$ cat src/rtl/fetch_pkg.sv
// Shared definitions for the fetch aligner: default geometry, status codes,
// head-entry classification and count-field width helper.
package fetch_pkg;

  localparam int LINE_BYTES_DEF = 8;
  localparam int WIN_BYTES_DEF  = 16;
  localparam int STATUS_W_DEF   = 4;
  localparam int MIN_FAULT_DEF  = 14;
  localparam int GP_FAULT_DEF   = 15;
  localparam int PF_FAULT_DEF   = 14;

  typedef enum logic [2:0] {
    HEAD_NONE  = 3'd0,
    HEAD_DATA  = 3'd1,
    HEAD_GP    = 3'd2,
    HEAD_PF    = 3'd3,
    HEAD_OTHER = 3'd4
  } head_kind_e;

  function automatic int cnt_width(input int max_count);
    return $clog2(max_count + 1);
  endfunction

endpackage

$ cat src/rtl/fetch_aligner_chk.sv
// Protocol checks for the fetch aligner: decode never over-consumes and the
// window never overfills.
module fetch_aligner_chk #(
  parameter int WIN_BYTES = 16,
  parameter int CNT_W     = 5
) (
  input logic             clk,
  input logic             rst_n,
  input logic [CNT_W-1:0] dec_consume,
  input logic [CNT_W-1:0] occ
);

  a_consume_le_occ: assert property (@(posedge clk) disable iff (!rst_n) dec_consume <= occ);
  a_occ_bounded:    assert property (@(posedge clk) disable iff (!rst_n) occ <= CNT_W'(WIN_BYTES));

endmodule

$ cat src/rtl/fetch_byte_merge.sv
// Combinational window update: drop the consumed bytes from the front and
// append the accepted head bytes directly behind the surviving ones.
module fetch_byte_merge #(
  parameter int LINE_BYTES = 8,
  parameter int WIN_BYTES  = 16,
  parameter int CNT_W      = 5
) (
  input  logic [8*WIN_BYTES-1:0]  win_in,
  input  logic [CNT_W-1:0]        occ,
  input  logic [CNT_W-1:0]        cons,
  input  logic [8*LINE_BYTES-1:0] line,
  input  logic [CNT_W-1:0]        n,
  input  logic                    append,
  output logic [8*WIN_BYTES-1:0]  win_out,
  output logic [CNT_W-1:0]        occ_out
);

  logic [CNT_W-1:0]        base;
  logic [CNT_W-1:0]        off;
  logic [8*WIN_BYTES-1:0]  shifted;
  logic [8*LINE_BYTES-1:0] line_sh;
  logic [7:0]              byte_v;

  // shift, insert and zero everything beyond the new occupancy
  always_comb begin
    win_out = '0;
    off     = '0;
    line_sh = '0;
    byte_v  = 8'h00;
    base    = occ - cons;
    if (append) begin
      occ_out = base + n;
    end else begin
      occ_out = base;
    end
    shifted = win_in >> {cons, 3'b000};
    for (int i = 0; i < WIN_BYTES; i++) begin
      off     = CNT_W'(i) - base;
      line_sh = line >> {off, 3'b000};
      if (CNT_W'(i) >= occ_out) begin
        byte_v = 8'h00;
      end else if (append && (CNT_W'(i) >= base) && (off < n)) begin
        byte_v = line_sh[7:0];
      end else begin
        byte_v = shifted[8*i +: 8];
      end
      win_out[8*i +: 8] = byte_v;
    end
  end

endmodule

$ cat src/rtl/fetch_aligner.sv
// Drains prefetch-FIFO lines into a byte window consumed by decode.
// Optional FETCH_ALIGN_PERF_EN adds stall / consumed-byte counters.
module fetch_aligner
  import fetch_pkg::*;
#(
  parameter int  LINE_BYTES = LINE_BYTES_DEF,
  parameter int  WIN_BYTES  = WIN_BYTES_DEF,
  parameter int  STATUS_W   = STATUS_W_DEF,
  parameter int  MIN_FAULT  = MIN_FAULT_DEF,
  parameter int  GP_FAULT   = GP_FAULT_DEF,
  parameter int  PF_FAULT   = PF_FAULT_DEF,
  localparam int CNT_W      = cnt_width(WIN_BYTES)
) (
  input  logic                             clk,
  input  logic                             rst_n,
  input  logic                             pr_reset,
  input  logic [31:0]                      wr_eip,
  output logic [31:0]                      prefetch_eip,
  output logic                             prefetchfifo_accept_do,
  input  logic [STATUS_W+8*LINE_BYTES-1:0] prefetchfifo_accept_data,
  input  logic                             prefetchfifo_accept_empty,
  output logic [CNT_W-1:0]                 fetch_valid,
  output logic [8*WIN_BYTES-1:0]           fetch,
  output logic                             fetch_limit,
  output logic                             fetch_page_fault,
  input  logic [CNT_W-1:0]                 dec_consume
`ifdef FETCH_ALIGN_PERF_EN
  ,
  output logic [31:0]                      perf_stall_cnt,
  output logic [31:0]                      perf_byte_cnt
`endif
);

  logic [8*WIN_BYTES-1:0]  win_buf;
  logic [CNT_W-1:0]        occ;
  logic [8*WIN_BYTES-1:0]  win_next;
  logic [CNT_W-1:0]        occ_next;
  logic [STATUS_W-1:0]     status;
  logic [8*LINE_BYTES-1:0] line;
  head_kind_e              head_kind;
  logic [CNT_W-1:0]        n;
  logic [CNT_W-1:0]        cons;
  logic [CNT_W:0]          fill;

  assign status       = prefetchfifo_accept_data[STATUS_W+8*LINE_BYTES-1 -: STATUS_W];
  assign line         = prefetchfifo_accept_data[8*LINE_BYTES-1:0];
  assign prefetch_eip = wr_eip;
  assign fetch        = win_buf;
  assign fetch_valid  = occ;

  // classify the FIFO head; fault codes are checked before the data range
  always_comb begin
    head_kind = HEAD_NONE;
    if (prefetchfifo_accept_empty) begin
      head_kind = HEAD_NONE;
    end else if (status == STATUS_W'(GP_FAULT)) begin
      head_kind = HEAD_GP;
    end else if (status == STATUS_W'(PF_FAULT)) begin
      head_kind = HEAD_PF;
    end else if (status >= STATUS_W'(MIN_FAULT)) begin
      head_kind = HEAD_OTHER;
    end else begin
      head_kind = HEAD_DATA;
    end
  end

  // fault flags follow the head directly, independent of window occupancy
  always_comb begin
    fetch_limit      = 1'b0;
    fetch_page_fault = 1'b0;
    case (head_kind)
      HEAD_GP: fetch_limit      = 1'b1;
      HEAD_PF: fetch_page_fault = 1'b1;
      default: begin
        fetch_limit      = 1'b0;
        fetch_page_fault = 1'b0;
      end
    endcase
  end

  // consume clamp, byte count of the head and the same-cycle refill decision
  always_comb begin
    if (dec_consume > occ) begin
      cons = occ;
    end else begin
      cons = dec_consume;
    end
    if (status > STATUS_W'(LINE_BYTES)) begin
      n = CNT_W'(LINE_BYTES);
    end else begin
      n = CNT_W'(status);
    end
    fill = {1'b0, occ} - {1'b0, cons} + {1'b0, n};
    prefetchfifo_accept_do = rst_n && !pr_reset && (head_kind == HEAD_DATA) &&
                             (fill <= (CNT_W+1)'(WIN_BYTES));
  end

  fetch_byte_merge #(
    .LINE_BYTES (LINE_BYTES),
    .WIN_BYTES  (WIN_BYTES),
    .CNT_W      (CNT_W)
  ) u_merge (
    .win_in  (win_buf),
    .occ     (occ),
    .cons    (cons),
    .line    (line),
    .n       (n),
    .append  (prefetchfifo_accept_do),
    .win_out (win_next),
    .occ_out (occ_next)
  );

  // window and occupancy registers; flush wins over consume and append
  always_ff @(posedge clk) begin
    if (!rst_n || pr_reset) begin
      win_buf <= '0;
      occ     <= '0;
    end else begin
      win_buf <= win_next;
      occ     <= occ_next;
    end
  end

`ifdef FETCH_ALIGN_PERF_EN
  // performance counters survive pipeline flushes
  always_ff @(posedge clk) begin
    if (!rst_n) begin
      perf_stall_cnt <= 32'd0;
      perf_byte_cnt  <= 32'd0;
    end else begin
      if ((occ == '0) && prefetchfifo_accept_empty) begin
        perf_stall_cnt <= perf_stall_cnt + 32'd1;
      end else begin
        perf_stall_cnt <= perf_stall_cnt;
      end
      if (!pr_reset) begin
        perf_byte_cnt <= perf_byte_cnt + 32'(cons);
      end else begin
        perf_byte_cnt <= perf_byte_cnt;
      end
    end
  end
`endif

  fetch_aligner_chk #(
    .WIN_BYTES (WIN_BYTES),
    .CNT_W     (CNT_W)
  ) u_chk (
    .clk         (clk),
    .rst_n       (rst_n),
    .dec_consume (dec_consume),
    .occ         (occ)
  );

endmodule
$ cat config.mk
export PLATFORM = sky130hd
export DESIGN_NAME = fetch_aligner
export DESIGN_NICKNAME = d
export VERILOG_FILES = /design/src/rtl/fetch_pkg.sv /design/src/rtl/fetch_aligner_chk.sv /design/src/rtl/fetch_byte_merge.sv /design/src/rtl/fetch_aligner.sv
export SDC_FILE = /design/constraint.sdc
export NUM_CORES = 1
export LEC_CHECK = 0
export CAP_MARGIN = 20
export CORE_MARGIN = 8
export CORE_UTILIZATION = 50
export CTS_BUF_LIST = sky130_fd_sc_hd__clkbuf_4 sky130_fd_sc_hd__clkbuf_8
export DETAILED_ROUTE_END_ITERATION = 7
export PLACE_DENSITY_LB_ADDON = 0.25
export SKIP_LAST_GASP = 1
export SYNTH_ARGS = -nofsm -noshare
export SYNTH_HDL_FRONTEND = slang
export SYNTH_HIERARCHICAL = 1
export SYNTH_SLANG_ARGS = --single-unit
$ cat constraint.sdc
create_clock -name clk -period 7.8 [get_ports clk]
set_input_delay 1.17 -clock clk [delete_from_list [all_inputs] [get_ports clk]]
set_output_delay 1.17 -clock clk [all_outputs]
set_load 0.1 [all_outputs]
==> Yosys cells after proc, flatten, opt, wreduce, memory -nomap -nowiden <==
Cells that the tools add are included.
{ "classes": {"addsub": 20, "n_eq_ne": 5, "reduce_logical": 54, "n_shift": 17, "magnitude_cmp": 52, "mux": 25} }
{ "ops": {"columns": ["operator", "count"], "rows": [
  ["$shr 64x8->8", 16],
  ["$mux 8", 16],
  ["$shr 128x8->128", 1],
  ["$ge 4x5->1 const A", 16],
  ["$lt 5x4->1", 16],
  ["$ge 3x5->1 const A", 8],
  ["$sub 4x5->5 const A", 8],
  ["$logic_and 1x1->1", 35],
  ["$reduce_or 2->1", 16],
  ["$ge 1x5->1 const A", 4],
  ["$ge 2x5->1 const A", 4],
  ["$sub 3x5->5 const A", 4],
  ["$mux 3", 4],
  ["$mux 5", 2],
  ["$sub 1x5->5 const A", 2],
  ["$sub 2x5->5 const A", 2],
  ["$eq 4x4->1 const B", 2],
  ["$add 6x5->6", 1],
  ["$eq 3x2->1 const B", 2],
  ["$le 6x5->1 const B", 1],
  ["$sub 5x5->6", 1],
  ["$add 5x4->5", 1],
  ["$gt 5x5->1", 1],
  ["$sub 5x5->5", 1],
  ["other kinds (7)", 9]
]} }
{ "totals": {"in_bits": 109, "regBits": 133, "out_inout_bits": 168, "wordCells": 190} }

==> Depth between registers and ports, before layout <==
{ "depth": {"word_depth": 11, "mapped_depth": 30, "mapped_depth_nobuf": 24} }

==> Modules after synthesis <==
Netlist, hierarchy kept.
{ "by_module_without_submodules": {"columns": ["module", "n_inst", "area_each_um2", "seq_area_each_um2", "cells_each"], "rows": [
  ["fetch_byte_merge", 1, 11029.3, 0.0, 1492],
  ["fetch_aligner", 1, 4404.2, 2662.6, 386]
]} }

==> Least setup slack after synthesis <==
OpenSTA, ideal clock, no wires.
{ "synth_timing": {"kind": "reg2reg", "from": "register occ[1] (netlist: fetch_valid[1])", "to": "register win_buf[111] (netlist: fetch[111])", "setup_slack_ps": -437, "n_path_buf": 2, "t_required_ps": 7685, "arrival_ps": 8122, "setup_time_ps": 115, "path_stages_with_launch": 25, "synth_period_minus_slack_ps": 8237, "cell_sequence": "dfxtp_1 -> inv_1 -> ha_1 -> nor2b_4 -> o211ai_2 -> nand3b_2 -> o21ai_4 -> mux2_1 -> fa_1 -> inv_1 -> fa_1 -> a21o_1 -> a21oi_1 -> xor2_1 -> a21oi_1 -> nor3_1 -> clkbuf_1 -> inv_1 -> a211o_1 -> a311oi_1 -> nand2b_1 -> clkbuf_1 -> o22a_1 -> nor2_1 -> and2_1"} }
{ "synth_via": {"elab_chain_cells": 9, "elab_cells_between_ends": 19, "cone_classes": "add/sub (5); order compare (5); shift (2); mux (3); reduce/logical (4)"} }
{ "synth_lines": {"columns": ["item", "line", "source"], "rows": [
  ["start: declaration", "fetch_aligner.sv:35", "logic [CNT_W-1:0] occ;"],
  ["start signal: assignment", "fetch_aligner.sv:120", "occ <= occ_next;"],
  ["$gt 5x5->1", "fetch_aligner.sv:83", "if (dec_consume > occ) begin"],
  ["$mux 5 *", "fetch_aligner.sv:83", null],
  ["named net cons[1]", "fetch_aligner.sv:42", "logic [CNT_W-1:0] cons;"],
  ["$sub 5x5->6 *", "fetch_aligner.sv:93", "fill = {1'b0, occ} - {1'b0, cons} + {1'b0, n};"],
  ["$add 6x5->6 *", "fetch_aligner.sv:93", null],
  ["$le 6x5->1 *", "fetch_aligner.sv:95", "(fill <= (CNT_W+1)'(WIN_BYTES));"],
  ["$logic_and 1x1->1 *", "fetch_aligner.sv:94", "prefetchfifo_accept_do = rst_n && !pr_reset && (head_kind == HEAD_DATA) &&"],
  ["named net prefetchfifo_accept_do", "fetch_aligner.sv:19", "output logic prefetchfifo_accept_do,"],
  ["$mux 5 / $logic_and 1x1->1 (equally long branches)", "fetch_byte_merge.sv:31, fetch_byte_merge.sv:42", null],
  ["$ge 4x5->1 / $logic_and 1x1->1 (equally long branches)", "fetch_byte_merge.sv:40, fetch_byte_merge.sv:42", null],
  ["$reduce_or 2->1 (no line) / $mux 8 (equally long branches)", null, null],
  ["end signal: assignment", "fetch_aligner.sv:119", "win_buf <= win_next;"],
  ["end: declaration", "fetch_aligner.sv:34", "logic [8*WIN_BYTES-1:0] win_buf;"]
]} }
The timed path passes the listed nets; every way through them passes the cells marked *.
A chain may end at the register's enable or synchronous reset.

==> Final worst setup path <==
{ "layout_timing": {"from": "input dec_consume[0]", "to": "register win_buf[114] (netlist: fetch[114])"} }
{ "layout_via": {"elab_chain_cells": 9, "elab_cells_between_ends": 19, "cone_classes": "add/sub (5); order compare (5); shift (2); mux (3); reduce/logical (4)"} }
{ "layout_lines": {"columns": ["item", "line", "source"], "rows": [
  ["start: declaration", "fetch_aligner.sv:26", "input logic [CNT_W-1:0] dec_consume"],
  ["$gt 5x5->1", "fetch_aligner.sv:83", null],
  ["$mux 5 *", "fetch_aligner.sv:83", null],
  ["named net cons[0]", "fetch_aligner.sv:42", null],
  ["$sub 5x5->6", "fetch_aligner.sv:93", null],
  ["$add 6x5->6", "fetch_aligner.sv:93", null],
  ["$le 6x5->1", "fetch_aligner.sv:95", null],
  ["$logic_and 1x1->1", "fetch_aligner.sv:94", null],
  ["$mux 5 / $logic_and 1x1->1 (equally long branches)", "fetch_byte_merge.sv:31, fetch_byte_merge.sv:42", null],
  ["$ge 4x5->1 / $logic_and 1x1->1 (equally long branches)", "fetch_byte_merge.sv:40, fetch_byte_merge.sv:42", null],
  ["$reduce_or 2->1 (no line) / $mux 8 (equally long branches)", null, null]
]} }
Marks and branches as above.

==> flow_summary_export.csv <==
group,metric,value,unit
cells_and_area,multi_input_area,11700,µm²
worst_hold_path,min_path_type,"reg2reg",
clock_tree,clkLatencyLatePin,470,ps
route,routed_wl,73700,µm
floorplan,start_util,50.6,%
setup_path,required,8160,ps
placement,place_ws,611,ps
route,drc_errors,0,
clock_tree,cts_sinks,133,
cells_and_area,layout_common_cells,"clkdlybuf4s50_1 (211), nand2_1 (205), mux2i_1 (173)",
route,vias,16300,
logic_synthesis,synth-async-reset-ratio,0,%
clock_tree,post_cts_buffers,0,
route,drt_iter0_markers,2489,
clock_tree,numCtsBuffers,17,
logic_synthesis,synth_area,15400,µm²
setup_path,criticalPathCategory,"in2reg",
timing,period_share,87.5,%
logic_synthesis,synth_cell_types,90,
clock_tree,h-tree-depth,4,
timing,fin_tns_setup,0,ps
global_routing,grt_pass1_wl,105000,µm
setup_path,cp.arrival,7180,ps
global_routing,overflow,0,
floorplan,design.die.area,36700,µm²
placement,gp_congestion,1.06,
outcome,status,"completed",
global_routing,grt_pass1_vias,15200,
floorplan,rows,64,
clock_tree,cts_hold_buf,0,
floorplan,core_area,30500,µm²
clock_tree,path_clk_slew,80,ps
cells_and_area,syn_to_final_growth,17.6,%
timing,fin_skew,13.7,ps
route,detail_route.vias_per_cell,6.79,
cells_and_area,n_fill_cell,2779,
route,post_drt_wl_per_cell,30.7,µm
global_routing,antenna_found_initial,4,
timing,rsz0062_at_grt,"no",
timing,relSlewSlack,20.4,%
logic_synthesis,ys_seq_area_share,17.3,%
cells_and_area,register_area,2660,µm²
logic_synthesis,synth_nets,2068,
global_routing,gr-usage-all-layers,38.7,%
floorplan,boundaryPins,277,
clock_tree,clock_path_buffers,2,
route,ant_nets,0,
route,dr.pass1.iters,7,
global_routing,grt_max_degree,128,
timing,period_needed,6820,ps
logic_synthesis,synth_edf_count,0,
placement,port-buffer-count,212,
floorplan,die_h,192,µm
logic_synthesis,yosys_warnings,6,
cells_and_area,drive_gt1_share,12.8,%
clock_tree,cts_tree,"yes",
logic_synthesis,yosys_register_bits,133,
logic_synthesis,synthCells,1878,
placement,dp_hpwl,56500,µm
timing,clock.fmax,147,MHz
job,drv_cap,0,
timing,worst_slack,977,ps
floorplan,die_w,192,µm
clock_tree,cts_resized,0,
setup_path,crit_fanout,32,
setup_path,critPathLaunchType,"primary input",
clock_tree,root_buffer,"clkbuf_8",
timing,setup_viol,0,
timing,max_slew.worst_pin.slew,1180,ps
setup_path,cp-end-kind,"flop",
cells_and_area,nets,2180,
cells_and_area,final_common_cell,"clkdlybuf4s50_1",
timing,drv_slew,0,
logic_synthesis,synth_area_per_cell,8.22,µm²
timing,hold_viol_final,0,
logic_synthesis,synthFlopType,"dfxtp_1",
==> kinds of logic (layout without fill, tap and decap cells) <==
| logic type | count (synthesis) | count (layout) | share of synthesized area [%] |
|---|---|---|---|
| flip-flops | 133 | 133 | 17.3 |
| other | 1 | 5 | 0.0243 |
| multiplexers | 300 | 300 | 26.6 |
| XOR/XNOR | 30 | 30 | 1.98 |
| AO/OA/AOI/OAI | 429 | 429 | 18.3 |
| adder cells (fa/ha/maj) | 81 | 81 | 6.86 |
| AND/OR/NAND/NOR | 647 | 647 | 21.7 |
| buffers and inverters | 257 | 382 | 7.33 |
==> area by class of cell <==
class | count | area share [%]
Timing Repair Buffer | 268 | 14.2
Sequential cell | 133 | 14.7
Antenna cell | 4 | 0.0551
Inverter | 82 | 1.71
Clock inverter | 13 | 0.827
Clock buffer | 19 | 1.37
Tap cell | 396 | 2.73
Multi-Input combinational cell | 1488 | 64.4
==> worst max-delay path: stages <==
cell and delay, ps:
clkdlybuf4s50_1 520, inv_1 60, ha_1 270, and4_2 240, a21oi_2 180, o21ai_4 110
mux2_8 290, ha_4 140, inv_1 60, fa_2 550, buf_4 220, buf_4 440
nand2_1 280, a21o_1 360, xnor2_1 270, inv_1 80, ha_1 280, a21boi_0 120
o21a_1 170, a2111oi_0 450, buf_4 230, nand4bb_1 350, o22ai_1 130, and2_1 190
==> registers in the layout, summed over array words and instances (netlist names) <==
register     flops
fetch          128
fetch_valid      5
==> routing by layer <==
layer / part of all wire (%) / vias up / global-route usage (%)
li1: - / 7068 / -
met1: 38 / 7807 / 49.4
met2: 43 / 1229 / 57.6
met3: 14 / 216 / 12.0
met4: 5.5 / 4 / 21.3
met5: 0.077 / - / 0
==> metrics by stage <==
step                hold WS (ps)  utilization [%]  instances  area, µm²
CTS                          668             59.4       2398      18100
global placement             654             58.0       2363      17700
finish                       663             59.5       2403      18200
global route                 699             59.5       2399      18100
floorplan                   1020                -       1878      15400
detailed placement           658             58.1       2366      17700
==> path summary, 6_finish.rpt <==
check                 start         end  slack (ps)  depth (start not counted)
min reg2reg      fetch[121]  fetch[121]         660                          3
min              fetch[121]  fetch[121]         660                          3
max reg2reg  fetch_valid[1]  fetch[114]        1590                         24
max          dec_consume[0]  fetch[114]         980                         24
==> cell usage after synthesis (all sizes together) (11+ instances only) <==
cell type  count  area, µm²
a211oi        55        418
a21oi        117        601
a31oi         25        156
and2         153        957
and3          12       75.1
buf           73        433
clkbuf       102        390
dfxtp        133       2660
ha            75        938
inv           79        297
mux2          44        499
mux2i        173       1730
mux4          83       1870
nand2        205        769
nand3         22        110
nand3b        31        236
nand4         11       68.8
nor2         111        417
nor2b         19        126
o21a          11       82.6
o21ai         66        342
o22ai         62        388
or3           24        150
or3b          14        123
or4           11       82.6
xnor2         23        209
Power is not shown: default switching activity piles up to over one toggle a cycle in this logic, so the estimate is an artifact.
